`config.mk`:
```
export PLATFORM = sky130hd
export DESIGN_NAME = serial_subtractor
export DESIGN_NICKNAME = d
export VERILOG_FILES = /design/src/rtl/sub_pkg.sv /design/src/rtl/serial_subtractor_fs.sv /design/src/rtl/serial_subtractor.sv
export SDC_FILE = /design/constraint.sdc
export NUM_CORES = 1
export LEC_CHECK = 0
export CAP_MARGIN = 20
export CORE_MARGIN = 1.5
export CORE_UTILIZATION = 45
export CTS_CLUSTER_SIZE = 16
export DETAILED_ROUTE_END_ITERATION = 10
export PLACE_DENSITY = 0.7
export SLEW_MARGIN = 5
export SYNTH_ARGS = -nofsm -noshare
export SYNTH_HDL_FRONTEND = slang
export SYNTH_SLANG_ARGS = --single-unit
```
`constraint.sdc`:
```
create_clock -name clk -period 1.4 [get_ports clk]
set_input_delay 0.14 -clock clk [delete_from_list [all_inputs] [get_ports clk]]
set_output_delay 0.14 -clock clk [all_outputs]
set_load 0.01 [all_outputs]
```
`src/rtl/sub_pkg.sv`:
```
// ---------------------------------------------------------------------------
// sub_pkg
//   Shared definitions for the bit-serial subtractor:
//     state_e - FSM state encoding (IDLE / RUN / DONE)
//     clog2   - ceiling log2 used to size the bit counter (minimum 1 bit)
// ---------------------------------------------------------------------------
package sub_pkg;

    typedef enum logic [1:0] {
        IDLE = 2'd0,
        RUN  = 2'd1,
        DONE = 2'd2
    } state_e;

    // Statically bounded loop so it elaborates as a constant function.
    function automatic int clog2(input int v);
        int r;
        r = 0;
        for (int i = 0; i < 31; i++) begin
            if ((1 << i) < v) r = i + 1;
        end
        return (r < 1) ? 1 : r;
    endfunction

endpackage

```
`src/rtl/serial_subtractor_fs.sv`:
```
// ---------------------------------------------------------------------------
// full_subtractor
//   One-bit combinational subtractor cell: d = a - b - bin.
//   Ports:
//     a_i    minuend bit
//     b_i    subtrahend bit
//     bin_i  borrow in
//     d_o    difference bit
//     bout_o borrow out
// ---------------------------------------------------------------------------
module full_subtractor (
    input  logic a_i,
    input  logic b_i,
    input  logic bin_i,
    output logic d_o,
    output logic bout_o
);

    assign d_o    = a_i ^ b_i ^ bin_i;
    // Borrow when a<b outright, or when a==b and a borrow is already pending.
    assign bout_o = (~a_i & b_i) | (~(a_i ^ b_i) & bin_i);

endmodule

```
`src/rtl/serial_subtractor.sv`:
```
// ---------------------------------------------------------------------------
// serial_subtractor
//   Bit-serial subtractor: diff = a - b - bin over WIDTH bits, one bit per
//   clock, LSB first. Operands enter on a valid/ready handshake; the result
//   leaves on a valid/ready handshake together with borrow-out and signed
//   overflow.
//   Ports:
//     clk, rst_n            clock, asynchronous active-low reset
//     in_valid / in_ready   operand handshake (in_ready high only in IDLE)
//     in_a, in_b, in_bin    minuend, subtrahend, borrow in
//     out_valid / out_ready result handshake
//     out_diff              a - b - bin modulo 2^WIDTH
//     out_bout              unsigned borrow out
//     out_ovf               two's-complement overflow
// ---------------------------------------------------------------------------
module serial_subtractor
    import sub_pkg::*;
#(
    parameter int WIDTH = 4
) (
    input  logic             clk,
    input  logic             rst_n,
    input  logic             in_valid,
    output logic             in_ready,
    input  logic [WIDTH-1:0] in_a,
    input  logic [WIDTH-1:0] in_b,
    input  logic             in_bin,
    output logic             out_valid,
    input  logic             out_ready,
    output logic [WIDTH-1:0] out_diff,
    output logic             out_bout,
    output logic             out_ovf
);

    localparam int                CNT_W    = clog2(WIDTH);
    localparam logic [CNT_W-1:0] CNT_LAST = CNT_W'(WIDTH - 1);

    state_e             state_q;
    logic [WIDTH-1:0]   a_q, b_q, res_q;
    logic [WIDTH-1:0]   res_d;
    logic               br_q;
    logic [CNT_W-1:0]   cnt_q;
    logic               a_msb_q, b_msb_q;
    logic [WIDTH-1:0]   out_diff_q;
    logic               out_bout_q, out_ovf_q, out_valid_q;

    logic               bit_d, bit_bo;

    full_subtractor u_cell (
        .a_i    (a_q[0]),
        .b_i    (b_q[0]),
        .bin_i  (br_q),
        .d_o    (bit_d),
        .bout_o (bit_bo)
    );

    // Result fills from the top so that after WIDTH shifts bit 0 sits at LSB.
    assign res_d = {bit_d, res_q[WIDTH-1:1]};

    assign in_ready  = (state_q == IDLE);
    assign out_valid = out_valid_q;
    assign out_diff  = out_diff_q;
    assign out_bout  = out_bout_q;
    assign out_ovf   = out_ovf_q;

    always_ff @(posedge clk or negedge rst_n) begin
        if (!rst_n) begin
            state_q     <= IDLE;
            a_q         <= '0;
            b_q         <= '0;
            res_q       <= '0;
            br_q        <= 1'b0;
            cnt_q       <= '0;
            a_msb_q     <= 1'b0;
            b_msb_q     <= 1'b0;
            out_diff_q  <= '0;
            out_bout_q  <= 1'b0;
            out_ovf_q   <= 1'b0;
            out_valid_q <= 1'b0;
        end else begin
            case (state_q)
                IDLE: begin
                    if (in_valid) begin
                        a_q     <= in_a;
                        b_q     <= in_b;
                        br_q    <= in_bin;
                        // Sign bits are shifted out of a_q/b_q, keep copies.
                        a_msb_q <= in_a[WIDTH-1];
                        b_msb_q <= in_b[WIDTH-1];
                        cnt_q   <= '0;
                        state_q <= RUN;
                    end
                end
                RUN: begin
                    res_q <= res_d;
                    a_q   <= {1'b0, a_q[WIDTH-1:1]};
                    b_q   <= {1'b0, b_q[WIDTH-1:1]};
                    br_q  <= bit_bo;
                    cnt_q <= cnt_q + 1'b1;
                    if (cnt_q == CNT_LAST) begin
                        out_diff_q  <= res_d;
                        out_bout_q  <= bit_bo;
                        // Overflow only possible when operand signs differ and
                        // the result sign disagrees with the minuend.
                        out_ovf_q   <= (a_msb_q != b_msb_q) && (bit_d != a_msb_q);
                        out_valid_q <= 1'b1;
                        state_q     <= DONE;
                    end
                end
                DONE: begin
                    if (out_ready) begin
                        out_valid_q <= 1'b0;
                        state_q     <= IDLE;
                    end
                end
                default: state_q <= IDLE;
            endcase
        end
    end

endmodule

```
==> metrics.yaml <==
hold_violations: 0
synthTopCellsByCount: "dfrtp_1 (25), nand2_1 (11), o21ai_0 (7)"
crit_required_ns: 1.62
overflow: 0
critPathTopFamily: "adder cells"
synth_top_area_cell: "dfrtp_1"
grt_pass1_vias: 791
p_clk_share_pct: 10.2
arrival_ns: 1.61
drt_iter0_markers: 19
cts_max_path_buffers: 2
dp_hpwl_mm: 1.55
synth_seq_area_share_pct: 55.2
synth_nets: 108
clock_skew_ns: 0.00616
critPathLaunchType: "register"
final.min_clock_period_ns: 1.39
chipHeight_um: 53.2
p_sw_share_pct: 34.8
gp_congestion: 0.773
tightestPinTransition_ns: 0.313
place_ws_ns: 0.00821
postSynthCellCount: 93
nets: 139
route.detailed.drc: 0
async_flop_share_pct: 100
slew_violations: 0
die_area_um2: 2830
root_buffer: "clkbuf_4"
synth-edff-count: 0
post-route-period-util_pct: 99.5
portBuffers: 20
yosysWarnings: 0
cp_num_buf_inv: 1
syn_area_um2: 1130
vdd_drop_max_mv: 1.37
yosysTopAreaCellShare_pct: 55.2
seqPwrFrac_pct: 40.7
vias: 805
comb_power_share_pct: 49.1
path_cells: "inv_1 -> fa_1 -> nor2b_2 -> a21oi_1 -> o21ai_1"
synth.most_common_cell: "dfrtp_1"
ys.flop_type: "dfrtp_1"
synth.top_cells.by_area: "dfrtp_1 (55%), mux2_4 (6.6%), mux2_2 (4.0%), nand2_1 (3.6%), a22oi_1 (3.3%)"
min_path_type: "in -> async"
avgSynthCellArea_um2: 12.2
drt_wl_total_mm: 2.06
antenna_cells: 0
cts_tree: "done"
avgRoutedWirePerCell_um: 13.5
insertion_delay_ns: 0.31
cellInternalPower_w: 0.00200
power.total_w: 0.00307
power.switching_w: 0.00107
ys_types: 27
path_class: "reg -> reg"
grt_max_degree: 26
cp_max_fo: 4
ios: 21
cts_buffers: 3
clkTransAtPathRegs_ns: 0.13
max_stage_delay_ns: 0.51
syn2layout_area_growth_pct: 28.1
drt_pass1_iterations: 4
rsz0062_at_grt: "yes"
finalWorstSetupSlack_ns: 0.00639
ant_nets: 0
ctsHoldBuffers: 0
synth_seq_cells: 25
finalHoldWorstSlack_ns: 0.159
power_density_nw_per_um2: 2120
grt_pass1_wl_mm: 3.33
design.core.area_um2: 2430
status: "finished, final reports clean"
track_usage_pct: 16.6
ctsHtreeMaxLevel: 1
fin_area_um2: 1450
cp_slowest_cell: "fa_1"
start_util_pct: 46.6
drive_gt1_share_pct: 25.2
cp-end-kind: "register"
detail_route.vias_per_cell: 5.26
dpl_cell_area_um2: 1400
max_cap_violations: 0
die_w_um: 53.2
setup_viol: 0
antenna_found_initial: 0
max_clock_freq_ghz: 0.718
core.rowCount: 18
leakage_nw: 0.701
clock-sinks: 25
max_slew_margin_pct: 79.2
-- area by class of cell --
| class | count | area, um2 |
|---|---|---|
| clock buffer | 3 | 22.5 |
| inverter | 4 | 17.5 |
| clock inverter | 1 | 5.00 |
| multi-input combinational | 60 | 458 |
| tap | 30 | 37.5 |
| fill | 220 | 980 |
| timing repair buffer | 30 | 285 |
| sequential | 25 | 627 |
-- final timing paths --
check	slack, ns	depth (start not counted)	end	from
min	0.16	2	out_diff[1]	rst_n
max in group asynchronous	0.99	2	state_q[1]	rst_n
min reg2reg	0.49	2	out_bout	out_bout
min in group clk	0.40	2	state_q[1]	out_ready
max	0.006	5	out_ovf	b_q[0]
max reg2reg	0.006	5	out_ovf	b_q[0]
-- sequential cells by signal (all words and copies together), names as in the netlist --
signal	cells
b_msb_q	1
a_msb_q	1
out_bout	1
res_q	3
br_q	1
b_q	4
cnt_q	2
state_q	2
a_q	4
out_valid	1
out_diff	4
out_ovf	1
-- power by group through the flow --
stage / clock network, W / registers (W) / logic (W)
floorplan: 0 / 0.00125 / 0.00102
global placement: 0 / 0.00126 / 0.00147
detailed placement: 0 / 0.00129 / 0.00151
CTS: 0.000335 / 0.00126 / 0.00153
global route: 0.000360 / 0.00129 / 0.00167
finish: 0.000314 / 0.00125 / 0.00151
-- placed cells by master, fill, tap and decap left out, types with 2 or more instances in the layout --
cell type        Yosys  layout
dlymetal6s2s_1       0       5
mux2_4               5       5
nor2b_1              3       2
dfrtp_1             25      24
dlygate4sd2_1        0       2
clkbuf_4             0       3
nand2_1             11      11
clkdlybuf4s50_1      0      13
buf_4                1      10
o21ai_0              7       6
inv_1                3       3
a21oi_1              5       5
o21ai_1              6       7
a22oi_1              5       5
nor2b_2              1       2
a32o_1               2       2
mux2_2               4       4
-- timing repair --
| item | in CTS | in global routing |
|---|---|---|
| buffers inserted | 1 | 0 |
| gates cloned | 0 | 0 |
| setup endpoints to repair | 3 | 6 |
| resized for setup | 4 | 6 |
| pin swaps | 1 | 1 |
-- layer usage --
| layer | track usage [%] | share of wire [%] |
|---|---|---|
| met5 | 0 | 0 |
| met2 | 27.9 | 49 |
| met1 | 20.8 | 46 |
| met3 | 2.54 | 4.0 |
| met4 | 7.69 | 0.53 |
-- kinds of logic (layout without fill, tap and decap cells) --
kind of cell / Yosys count / count (layout) / share of synthesized area (%)
fa+ha+maj: 2 / 2 / 2.87
buf+inv: 8 / 38 / 4.64
flops: 25 / 25 / 55.2
simple gates: 21 / 21 / 11.8
mux: 9 / 9 / 10.6
compound gates: 28 / 28 / 14.9
-- stage by stage --
stage | util (%) | TNS (ns) | std cells
finish | 59.7 | 0 | 153
global route | 59.7 | -0.0713 | 153
CTS | 59.1 | 0 | 153
detailed placement | 57.7 | 0 | 148
global placement | 57.7 | 0 | 148
floorplan | - | 0 | 93
Power figures use the tool's default switching activity.
